===== config.mk =====
export PLATFORM = sky130hd
export DESIGN_NAME = alu_seq_ctrl_flat
export DESIGN_NICKNAME = d
export VERILOG_FILES = /design/src/rtl/alu_seq_ctrl_if.sv /design/src/rtl/alu_seq_ctrl.sv /design/src/flat_wrapper.sv
export SDC_FILE = /design/constraint.sdc
export NUM_CORES = 1
export LEC_CHECK = 0
export CORE_MARGIN = 2
export CORE_UTILIZATION = 55
export CTS_CLUSTER_SIZE = 30
export DETAILED_ROUTE_END_ITERATION = 8
export DONT_BUFFER_PORTS = 1
export PLACE_DENSITY = 0.7
export SKIP_LAST_GASP = 1
export SYNTH_ARGS = -nofsm -noshare
export SYNTH_HDL_FRONTEND = slang
export SYNTH_SLANG_ARGS = --single-unit

===== constraint.sdc =====
create_clock -name clk -period 1.85 [get_ports clk]
set_clock_uncertainty 0.05 [all_clocks]
set_input_delay 0.37 -clock clk [delete_from_list [all_inputs] [get_ports clk]]
set_output_delay 0.37 -clock clk [all_outputs]
set_load 0.005 [all_outputs]

===== src/rtl/alu_seq_ctrl_if.sv =====
// Byte-stream and ALU operand/result bundle for alu_seq_ctrl.
// master = the sequencer, slave = the byte bus plus ALU side.
interface alu_seq_ctrl_if;
  logic       in_valid;
  logic [7:0] in_data;
  logic       in_ready;
  logic       out_valid;
  logic [7:0] out_data;
  logic       out_ready;
  logic [7:0] alu_a;
  logic [7:0] alu_b;
  logic [3:0] alu_shamt;
  logic [2:0] alu_ctrl;
  logic [7:0] alu_result;
  logic       alu_zero;
  logic       alu_neg;
  logic       alu_carry;
  logic       alu_ovf;
  logic       busy;

  modport master (
    input  in_valid, in_data, out_ready,
           alu_result, alu_zero, alu_neg, alu_carry, alu_ovf,
    output in_ready, out_valid, out_data,
           alu_a, alu_b, alu_shamt, alu_ctrl, busy
  );

  modport slave (
    output in_valid, in_data, out_ready,
           alu_result, alu_zero, alu_neg, alu_carry, alu_ovf,
    input  in_ready, out_valid, out_data,
           alu_a, alu_b, alu_shamt, alu_ctrl, busy
  );
endinterface


===== src/rtl/alu_seq_ctrl.sv =====
// Byte-serial command front-end for the ALU: collects (cmd, A, B), runs one EXEC cycle, returns result and optional flags.
// Optional feature macro: ALU_SEQ_CHAIN_EN (command bit 4 reuses the last result as operand A).
module alu_seq_ctrl (
  input  logic           clk,
  input  logic           rst,
  alu_seq_ctrl_if.master bus
);

  typedef enum logic [2:0] {
    IDLE,
    GET_A,
    GET_B,
    EXEC,
    SEND_R,
    SEND_F
  } state_t;

  state_t     state;
  logic [7:0] a_q;
  logic [7:0] b_q;
  logic [2:0] ctrl_q;
  logic       flags_req_q;
  logic [7:0] res_q;
  logic [3:0] flags_q;
  logic       out_valid_q;
  logic [7:0] out_data_q;

  logic accepting;
  logic in_fire;
  logic out_fire;
  logic unused_cmd_bits;

  assign accepting = (state == IDLE) || (state == GET_A) || (state == GET_B);
  assign in_fire   = bus.in_valid & bus.in_ready;
  assign out_fire  = out_valid_q & bus.out_ready;

  // Reset gates in_ready combinationally so no byte can be taken on a reset edge.
  assign bus.in_ready  = accepting & ~rst;
  assign bus.out_valid = out_valid_q;
  assign bus.out_data  = out_data_q;
  assign bus.alu_a     = a_q;
  assign bus.alu_b     = b_q;
  assign bus.alu_shamt = a_q[3:0];
  assign bus.alu_ctrl  = ctrl_q;
  assign bus.busy      = (state != IDLE);

  assign unused_cmd_bits = ^bus.in_data[7:4];

  always_ff @(posedge clk) begin
    if (rst) begin
      state       <= IDLE;
      a_q         <= 8'h00;
      b_q         <= 8'h00;
      ctrl_q      <= 3'd0;
      flags_req_q <= 1'b0;
      res_q       <= 8'h00;
      flags_q     <= 4'h0;
      out_valid_q <= 1'b0;
      out_data_q  <= 8'h00;
    end else begin
      case (state)
        IDLE: begin
          if (in_fire) begin
            ctrl_q      <= bus.in_data[2:0];
            flags_req_q <= bus.in_data[3];
`ifdef ALU_SEQ_CHAIN_EN
            if (bus.in_data[4]) begin
              a_q   <= res_q;
              state <= GET_B;
            end else begin
              state <= GET_A;
            end
`else
            state <= GET_A;
`endif
          end
        end
        GET_A: begin
          if (in_fire) begin
            a_q   <= bus.in_data;
            state <= GET_B;
          end
        end
        GET_B: begin
          if (in_fire) begin
            b_q   <= bus.in_data;
            state <= EXEC;
          end
        end
        EXEC: begin
          res_q       <= bus.alu_result;
          flags_q     <= {bus.alu_ovf, bus.alu_carry, bus.alu_neg, bus.alu_zero};
          out_data_q  <= bus.alu_result;
          out_valid_q <= 1'b1;
          state       <= SEND_R;
        end
        SEND_R: begin
          if (out_fire) begin
            if (flags_req_q) begin
              out_data_q <= {4'b0000, flags_q};
              state      <= SEND_F;
            end else begin
              out_valid_q <= 1'b0;
              out_data_q  <= 8'h00;
              state       <= IDLE;
            end
          end
        end
        SEND_F: begin
          if (out_fire) begin
            out_valid_q <= 1'b0;
            out_data_q  <= 8'h00;
            state       <= IDLE;
          end
        end
        default: begin
          out_valid_q <= 1'b0;
          state       <= IDLE;
        end
      endcase
    end
  end

endmodule


===== src/flat_wrapper.sv =====
// flat-port wrapper written by rule: the top's interface ports become plain ports
module alu_seq_ctrl_flat 
  (clk, rst, bus_in_valid, bus_in_data, bus_out_ready, bus_alu_result, bus_alu_zero, bus_alu_neg, bus_alu_carry, bus_alu_ovf, bus_in_ready, bus_out_valid, bus_out_data, bus_alu_a, bus_alu_b, bus_alu_shamt, bus_alu_ctrl, bus_busy);
  alu_seq_ctrl_if bus_i ();
  input  logic clk;
  input  logic rst;
  input wire logic [$bits(bus_i.in_valid)-1:0] bus_in_valid;
  input wire logic [$bits(bus_i.in_data)-1:0] bus_in_data;
  input wire logic [$bits(bus_i.out_ready)-1:0] bus_out_ready;
  input wire logic [$bits(bus_i.alu_result)-1:0] bus_alu_result;
  input wire logic [$bits(bus_i.alu_zero)-1:0] bus_alu_zero;
  input wire logic [$bits(bus_i.alu_neg)-1:0] bus_alu_neg;
  input wire logic [$bits(bus_i.alu_carry)-1:0] bus_alu_carry;
  input wire logic [$bits(bus_i.alu_ovf)-1:0] bus_alu_ovf;
  output wire logic [$bits(bus_i.in_ready)-1:0] bus_in_ready;
  output wire logic [$bits(bus_i.out_valid)-1:0] bus_out_valid;
  output wire logic [$bits(bus_i.out_data)-1:0] bus_out_data;
  output wire logic [$bits(bus_i.alu_a)-1:0] bus_alu_a;
  output wire logic [$bits(bus_i.alu_b)-1:0] bus_alu_b;
  output wire logic [$bits(bus_i.alu_shamt)-1:0] bus_alu_shamt;
  output wire logic [$bits(bus_i.alu_ctrl)-1:0] bus_alu_ctrl;
  output wire logic [$bits(bus_i.busy)-1:0] bus_busy;
  assign bus_i.in_valid = bus_in_valid;
  assign bus_i.in_data = bus_in_data;
  assign bus_i.out_ready = bus_out_ready;
  assign bus_i.alu_result = bus_alu_result;
  assign bus_i.alu_zero = bus_alu_zero;
  assign bus_i.alu_neg = bus_alu_neg;
  assign bus_i.alu_carry = bus_alu_carry;
  assign bus_i.alu_ovf = bus_alu_ovf;
  assign bus_in_ready = bus_i.in_ready;
  assign bus_out_valid = bus_i.out_valid;
  assign bus_out_data = bus_i.out_data;
  assign bus_alu_a = bus_i.alu_a;
  assign bus_alu_b = bus_i.alu_b;
  assign bus_alu_shamt = bus_i.alu_shamt;
  assign bus_alu_ctrl = bus_i.alu_ctrl;
  assign bus_busy = bus_i.busy;
  alu_seq_ctrl u_core (.clk(clk), .rst(rst), .bus(bus_i));
endmodule

==> metrics.md <==
| Metric | Value |
|---|---|
| Post-route antenna net violation count | `0` |
| Sink Count | `36` |
| Status | `finished clean` |
| Synthesized Nets | `216` |
| Reg2Reg Capture Point | `u_core.flags_req_q` |
| Yosys reg bits | `36` |
| Most common cell after layout, fill and taps aside | `nand3_1` |
| Sequential share of power | `61.0%` |
| Layout Cells excl Fill | `215` |
| Crit Path Category | `flip-flop to output pin` |
| Gr ovfl total | `0` |
| # rows | `19` |
| Netlist cell types | `33` |
| Die H | `58.0 um` |
| Vias/cell | `6.31` |
| Inserted Diodes | `0` |
| Power Density | `857 mW/mm2` |
| Clk slew on worst S/H paths | `0.11 ns` |
| First-pass GRT wire length | `5820 um` |
| Core area | `0.00276 mm2` |
| WL/cell | `16.3 um` |
| PortBufs | `0` |
| Worst setup path endpoint | `bus_busy` |
| Count of max-cap constraint violations | `0` |
| Num ports | `58` |
| Synthesis Warnings | `0` |
| Fin area | `0.00163 mm2` |
| Unrepaired setup endpoints after global routing | `true` |
| Initial Utilization | `58.3%` |
| R2R cell count | `3` |
| DP Worst Slack | `0.337 ns` |
| Max Transition Viols Final | `0` |
| Layout cells sized above 1 | `12.0%` |
| Post-layout nets | `208` |
| Most frequent cells in the layout | `nand3_1, dfxtp_1, nand2_1` |
| Critical Path RT | `1.43 ns` |
| Pin count of the biggest net entering global routing | `29` |
| Synth Instances | `192` |
| Worst-Skew Late Latency | `0.34 ns` |
| Post-route minimum period | `1.78 ns` |
| HPWL Detailed | `2410 um` |
| Ranking of synthesized cells by area | `dfxtp_1, nand3_1, a21oi_1` |
| TritonCTS Buffers | `5` |
| Part of the cycle the worst path needs | `96.3%` |
| Critical Path Source Type | `flip-flop` |
| Vias in the first global route | `1281` |
| Mean post-synth cell area | `8.37 um2` |
| Pint | `1010 uW` |
| Final hold violation count | `0` |
| Gr usage total | `22.4%` |
| Area of the die | `0.00337 mm2` |
| # setup viols final | `0` |
| Synth top area share | `44.9%` |
| Post-DP Area | `0.00157 mm2` |
| Reg-to-reg setup timing slack | `0.33 ns` |
| FILL cells | `260` |
| Depth of the CTS H-tree | `2` |
| Placed cells | `208` |
| Vias | `1357` |
| Layout area overhead | `1.25%` |
| TritonRoute pass-1 iters | `4` |
| Worst hold-check path type | `primary input to flip-flop` |
| Setup TNS | `0 ns` |
| Fmax | `561 MHz` |
| Clk pwr share | `28.3%` |
| Switching share of power | `27.4%` |
| Combinational share of power | `10.8%` |
| Pleak | `0.000621 uW` |
| CTS tree | `built` |
| Worst Max-Slew Pin Slew | `0.640 ns` |
| RePlAce Congestion | `0.799` |
| Die width | `58.0 um` |
| Starting DRT DRC Count | `64` |
| Crit path DAT | `1.36 ns` |
| Max VDD drop | `0.000707 V` |
| CP startpoint | `u_core.state[1]` |
| Crit path max fanout | `12` |
| Reg2Reg Launch Point | `u_core.state[0]` |
| Crit end category | `output pin` |
| WL final | `3500 um` |
| Seq/Total Area, Yosys | `44.9%` |
| Final WS setup | `0.0680 ns` |
| Initial antenna violation count | `0` |
| CTS max path bufs | `2` |
| Setup bufs post-CTS | `0` |
| Synthesized cell area | `0.00161 mm2` |
| Root Driver | `clkbuf_4` |
| Dominant cell type by area after synthesis | `dfxtp_1` |
| Residual DRC | `0` |
| Sw Pwr | `382 uW` |
| Slew HR | `57.3%` |
## final cells by class
type	count	area (um2)	area share [%]
Inverter	7	26.3	1.62
Timing Repair Buffer	7	52.6	3.23
Tap cell	31	38.8	2.38
Sequential cell	36	722	44.4
Multi-Input combinational cell	127	741	45.5
Clock buffer	6	41.3	2.54
Clock inverter	1	5.00	0.308
## per-layer routing
metal  GRT usage [%]  vias up  share of wire (%)
met3            9.38        4                8.2
met2            34.4       44                 47
li1                -      658                  -
met1            28.6      651                 44
met5               0        -                  0
met4            6.98        0               0.89
## state kept, by name (all words and copies together), names as in the netlist
signal,count
u_core.bus.alu_b,8
u_core.bus.alu_ctrl,3
u_core.bus.out_data,8
u_core.flags_q,4
u_core.bus.out_valid,1
u_core.bus.alu_a,8
u_core.flags_req_q,1
u_core.state,3
## critical path: stages, from the launching register on
cell and delay, ns:
dfxtp_1 0.43, buf_4 0.22, or3_1 0.37
## how the worst min path moves through the flow
stage                                end               from  slack (ns)  depth (start not counted)
floorplan              u_core.flags_q[0]  u_core.flags_q[0]        0.39                          2
global placement       u_core.flags_q[3]  u_core.flags_q[3]        0.39                          2
detailed placement     u_core.flags_q[3]  u_core.flags_q[3]        0.39                          2
CTS                 u_core.bus.out_valid                rst        0.02                          1
global route           u_core.flags_q[3]                rst        0.02                          1
finish                   u_core.state[2]                rst        0.03                          1
## kinds of logic (layout without fill, tap and decap cells)
kind of cell / Yosys count / count (layout) / share of synthesized area, %
and+or+nand+nor: 80 / 80 / 26.9
DFF: 36 / 36 / 44.9
AOI/OAI and AO/OA: 45 / 45 / 17.5
buffers and inverters: 29 / 21 / 9.35
muxes: 2 / 2 / 1.32
## power by group through the flow
stage	logic (uW)	registers (uW)	clock network [uW]
3_5_place_dp	149	867	0
5_1_grt	169	857	426
6_report	150	850	394
4_1_cts	149	849	404
2_1_floorplan	150	848	0
3_3_place_gp	143	866	0
## synthesized netlist by cell type, drive strengths merged
| cell | number |
|---|---|
| clkbuf | 7 |
| mux2 | 1 |
| o311ai | 4 |
| nand2 | 22 |
| nor3b | 1 |
| a311o | 1 |
| nand2b | 2 |
| nand3b | 1 |
| nand3 | 40 |
| nor2b | 2 |
| nor4bb | 1 |
| or3 | 1 |
| or3b | 1 |
| a211o | 1 |
| dfxtp | 36 |
| a221oi | 4 |
| and2 | 2 |
| a21oi | 20 |
| o21ai | 14 |
| and4bb | 1 |
| nand4bb | 1 |
| buf | 15 |
| inv | 7 |
| nor2 | 2 |
| nor3 | 2 |
| a211oi | 1 |
| nand4b | 1 |
| mux2i | 1 |
## repair_timing
| item | CTS | global route |
|---|---|---|
| resized for setup | 0 | 2 |
| hold buffers | 0 | 0 |
| setup endpoints to repair | 0 | 1 |
| hold endpoints to repair | 0 | 0 |
## stage by stage
stage	util, %	hold slack, ns	power, uW
floorplan	-	0.387	999
finish	59.0	0.0267	1390
global route	59.0	0.0154	1450
detailed placement	57.1	0.392	1020
global placement	57.1	0.391	1010
CTS	58.8	0.0164	1400
(Power assumes the default switching activity.)
==> variant 1: new RTL, same flow settings <==
The 6 states of `state_t` get a one-hot encoding in 6 bits.
--- a/src/rtl/alu_seq_ctrl.sv
+++ b/src/rtl/alu_seq_ctrl.sv
@@ -8,9 +8,9 @@
 
-  typedef enum logic [2:0] {
-    IDLE,
-    GET_A,
-    GET_B,
-    EXEC,
-    SEND_R,
-    SEND_F
+  typedef enum logic [5:0] {
+    IDLE   = 6'b000001,
+    GET_A  = 6'b000010,
+    GET_B  = 6'b000100,
+    EXEC   = 6'b001000,
+    SEND_R = 6'b010000,
+    SEND_F = 6'b100000
   } state_t;
Behaviour: no difference found for any inputs over 10 cycles, from zero or initial values and one cycle with rst high; not proved beyond that.
==> variant 1 against the unedited design <==
  * The run now ends with setup timing left
  * Fmax decreased by 4.9%
  * Setup slack worse by 0.092 ns
  * Sequential cell count rose by 3
  * Synthesized area increased by 11%
  * Final cell count grew 15%
  * Final area rose by 21%
  * Count of clock-buffer cells in the layout fell by 1
  * Routed wire length rose by 4.8%
Power is not compared: it rests on default switching activity, and its combinational part moved more than twofold at a synthesized area within 25%.
==> variant 1: results (changes against the unedited design) <==
{
  "outcome": "finished, violations left",
  "failing_checks": "setup timing",
  "share_seq_of_total_power_pct": 41.2,
  "grt_use_met1": {"value": 25.2, "unit": "%", "change": "-3.4 points"},
  "grt.met2_usage": {"value": 34.6, "unit": "%", "change": "+0.15 points"},
  "drive_gt1_share": {"value": 18.1, "unit": "%", "change": "+6.2 points"},
  "slowest_delay": {"value": 0.61, "unit": "ns", "change": "+0.18 ns"},
  "setup_viol": {"value": 7, "change": "+7"},
  "setup_total_neg_slack": {"value": -0.0678, "unit": "ns", "change": "-0.0678 ns"},
  "design.final.nets": {"value": 227, "change": "+9.1%"},
  "detailed_place_hpwl": {"value": 2620, "unit": "um", "change": "+8.7%"},
  "track_usage": {"value": 21.3, "unit": "%", "change": "-1.0 points"},
  "preCtsSetupSlack": {"value": -0.101, "unit": "ns", "change": "-0.438 ns"},
  "worst_margin_slew": {"value": 0.378, "unit": "ns", "change": "-0.263 ns"},
  "clk_pin_slew_worst_paths": {"value": 0.13, "unit": "ns", "change": "+0.02 ns"},
  "gp_congestion": {"value": 0.773, "change": "-3.3%"},
  "synth_top_cells_by_area": "dfxtp_1 (44%), mux2i_1 (11%), nor2_1 (4.8%)",
  "via_per_inst": {"value": 5.66, "change": "-10%"},
  "critPathArrivalTime": {"value": 2.08, "unit": "ns", "change": "+0.72 ns"},
  "initialDrtViolationCount": {"value": 89, "change": "+39%"},
  "routed_wl": {"value": 3660, "unit": "um", "change": "+4.8%"},
  "netlist_top_cells_count": "dfxtp_1 (39), nor2_1 (23), mux2i_1 (19)",
  "gr-usage-met3": {"value": 9.38, "unit": "%", "change": "about the same"},
  "ys_seq_area_share": {"value": 43.8, "unit": "%", "change": "-1.0 points"},
  "critical-path-top-delay-family": "simple AND/OR/NAND/NOR gates",
  "mappedNetlistNets": {"value": 223, "change": "+3.2%"},
  "worst_path_max_delay_cell": "or4b_4",
  "critPathMaxFanout": {"value": 9, "change": "-3"},
  "final_critical_path_setup_slack": {"value": -0.0235, "unit": "ns", "change": "-0.0915 ns"}
}
## variant 1: changes by cell type after synthesis, sizes merged, moves of 5 or more
cell / before / now
a21oi: 20 / 10
nand3: 40 / 7
o21ai: 14 / 7
buf: 15 / 7
nor2: 2 / 23
nand2: 22 / 17
nor2b: 2 / 8
mux2i: 1 / 19
## variant 1: final timing paths
path	slack (ns)	cells past startpoint	startpoint	endpoint
max	-0.02	4	u_core.state[4]	u_core.bus.alu_b[4]
min	0.03	1	rst	u_core.bus.alu_b[6]
max reg2reg	-0.02	4	u_core.state[4]	u_core.bus.alu_b[4]
min reg2reg	0.40	2	u_core.flags_q[2]	u_core.flags_q[2]
## variant 1: per-layer routing
| metal | vias up | wire (um) |
|---|---|---|
| met5 | - | 0 |
| met3 | 2 | 317 |
| met1 | 651 | 1520 |
| li1 | 696 | - |
| met4 | 0 | 21 |
| met2 | 54 | 1810 |
## variant 1: cell type report
| class | count | area (um2) |
|---|---|---|
| fillers | 266 | 1110 |
| multi-input cells | 136 | 913 |
| inverters | 8 | 30.0 |
| flip-flops and latches | 39 | 787 |
| well taps | 44 | 55.1 |
| clock inverters | 3 | 46.3 |
| repair buffers | 13 | 101 |
| clock buffers | 5 | 37.5 |
## variant 1: per-stage QoR
stage | area [um2] | cells
CTS | 1940 | 247
global placement | 1840 | 239
floorplan | 1780 | 199
detailed placement | 1840 | 239
global route | 1970 | 248
finish | 1970 | 248
## variant 1: cell families after synthesis
kind of cell	Yosys count	synth area share, %
DFF	39	43.8
xor gates and xnor gates	3	1.47
muxes	21	11.9
and+or+nand+nor	78	23.4
AOI/OAI and AO/OA	34	12.6
buffers and inverters	24	6.81
## variant 1: timing repair
item,CTS,global route
pin swaps,0,4
setup endpoints to repair,10,11
endpoints found under the hold margin,0,13
buffers inserted,0,2
resized for setup,8,8
==> variant 2: new RTL, same settings <==
Made on the original files. Add a define of `ALU_SEQ_CHAIN_EN`.
--- a/src/rtl/alu_seq_ctrl.sv
+++ b/src/rtl/alu_seq_ctrl.sv
@@ -2,2 +2,4 @@
 // Optional feature macro: ALU_SEQ_CHAIN_EN (command bit 4 reuses the last result as operand A).
+`define ALU_SEQ_CHAIN_EN
+
 module alu_seq_ctrl (
Formal check against the unedited RTL: not equivalent (a bounded check fails within 4 cycles, from zero or initial values and one cycle with rst high).
==> variant 2 against the unedited design <==
  * Non-clock buffer count fell by 1
  * Synthesized area up 13%
  * Power up 16%
  * Utilization grew 1.1 points
  * Critical path type unchanged
  * Setup slack better by 0.045 ns
  * Count of clock-buffer cells in the layout fell by 1
  * Final area is 15% higher
  * Sequential cell count grew 8
  * Critical endpoint is now bus_in_ready
  * Routed wire length increased by 8.3%
==> variant 2: results (changes against the unedited design) <==
{
  "outcome": "completed",
  "reg2reg_slack": {"value": 0.19, "unit": "ns", "change": "-0.14 ns"},
  "area.sequential": {"value": 881, "unit": "um2", "change": "+22%"},
  "via_per_inst": {"value": 5.64, "change": "-11%"},
  "routed_wl": {"value": 3790, "unit": "um", "change": "+8.3%"},
  "irDropWorstVdd": {"value": 0.446, "unit": "mV", "change": "-37%"},
  "initialDrtViolationCount": {"value": 30, "change": "-53%"},
  "netlist_top_cells_count": "dfxtp_1 (44), nand2_1 (30), nor2_1 (27)",
  "placed_cells": {"value": 228, "change": "+9.6%"},
  "critPathMaxFanout": {"value": 11, "change": "-1"},
  "track_usage": {"value": 20.2, "unit": "%", "change": "-2.2 points"},
  "first_global_vias": {"value": 1286, "change": "+0.39%"},
  "gp_congestion": {"value": 0.733, "change": "-8.3%"},
  "grt_first_pass_wirelength": {"value": 5410, "unit": "um", "change": "-7.0%"},
  "placed_area": {"value": 0.00178, "unit": "mm2", "change": "+13%"},
  "post_detailed_route_wirelength_per_cell": {"value": 15.9, "unit": "um", "change": "-2.2%"},
  "reg2reg_to": "u_core.bus.alu_ctrl[1]",
  "synth_compound_area_share": {"value": 13.0, "unit": "%", "change": "-4.5 points"},
  "nFillCells": {"value": 295, "change": "+13%"},
  "clk_latency": {"value": 0.36, "unit": "ns", "change": "+0.02 ns"},
  "synth_top_cells_by_area": "dfxtp_1 (49%), mux2i_1 (11%), nand2_1 (6.2%)",
  "timing.reg2reg.worst_path_depth": {"value": 4, "change": "+1"},
  "design.final.nets": {"value": 218, "change": "+4.8%"},
  "detailed_place_hpwl": {"value": 2540, "unit": "um", "change": "+5.4%"},
  "root_buffer": "clkbuf_4",
  "drive_gt1_share": {"value": 8.25, "unit": "%", "change": "-3.7 points"},
  "clk_pin_slew_worst_paths": {"value": 0.13, "unit": "ns", "change": "+0.02 ns"},
  "setup_crit_end": "bus_in_ready",
  "reg2reg_from": "u_core.state[2]"
}
[variant 2: logic make-up after synthesis]
logic type,Yosys count
DFF,44
buffers and inverters,18
AOI/OAI and AO/OA,37
muxes,20
and+or+nand+nor,80
[variant 2: where the power goes]
group	total, mW	internal, mW	switching [mW]
Sequential	1.02	0.985	0.0385
Combinational	0.156	0.0742	0.0818
Clock	0.443	0.139	0.305
Total	1.62	1.20	0.425
[variant 2: layout make-up]
class,count,share of cell area (%)
Tap cell,44,2.95
Sequential cell,44,47.2
Clock inverter,2,0.671
Clock buffer,5,2.01
Timing Repair Buffer,6,2.82
Multi-Input combinational cell,137,44.3
[variant 2: timing repair]
action                                 CTS  global route
endpoints found under the hold margin    0            23
setup endpoints to repair                0             0
hold buffers                             0             3
setup buffers                            0             0
[variant 2: layer usage]
| layer | part of all wire (%) | GRT usage, % | wire length, um |
|---|---|---|---|
| met5 | 0 | 0 | 0 |
| met4 | 1.9 | 11.2 | 73 |
| met3 | 5.9 | 5.88 | 225 |
| met2 | 50 | 35.0 | 1890 |
| met1 | 42 | 22.1 | 1600 |
[variant 2: worst max-delay path, delay by kind of cell (launching register included)]
family	cells	cell delay [ns]
and+or+nand+nor	2	0.52
DFF	1	0.44
[variant 2: stage by stage]
| step | worst slack, ns | power (mW) |
|---|---|---|
| floorplan | 0.214 | 1.18 |
| global placement | 0.272 | 1.18 |
| detailed placement | 0.238 | 1.19 |
| CTS | 0.120 | 1.62 |
| global route | 0.0303 | 1.70 |
| finish | 0.113 | 1.62 |
[variant 2: worst min path at each step]
stage | startpoint | to | slack, ns | cells past startpoint
6_report | rst | u_core.bus.out_data[0] | 0.02 | 1
5_1_grt | rst | u_core.bus.out_data[0] | 0.001 | 1
4_1_cts | rst | u_core.bus.out_valid | 0.003 | 1
3_5_place_dp | u_core.res_q[7] | u_core.res_q[7] | 0.39 | 2
3_3_place_gp | rst | u_core.state[0] | 0.39 | 1
2_1_floorplan | u_core.res_q[0] | u_core.res_q[0] | 0.39 | 2
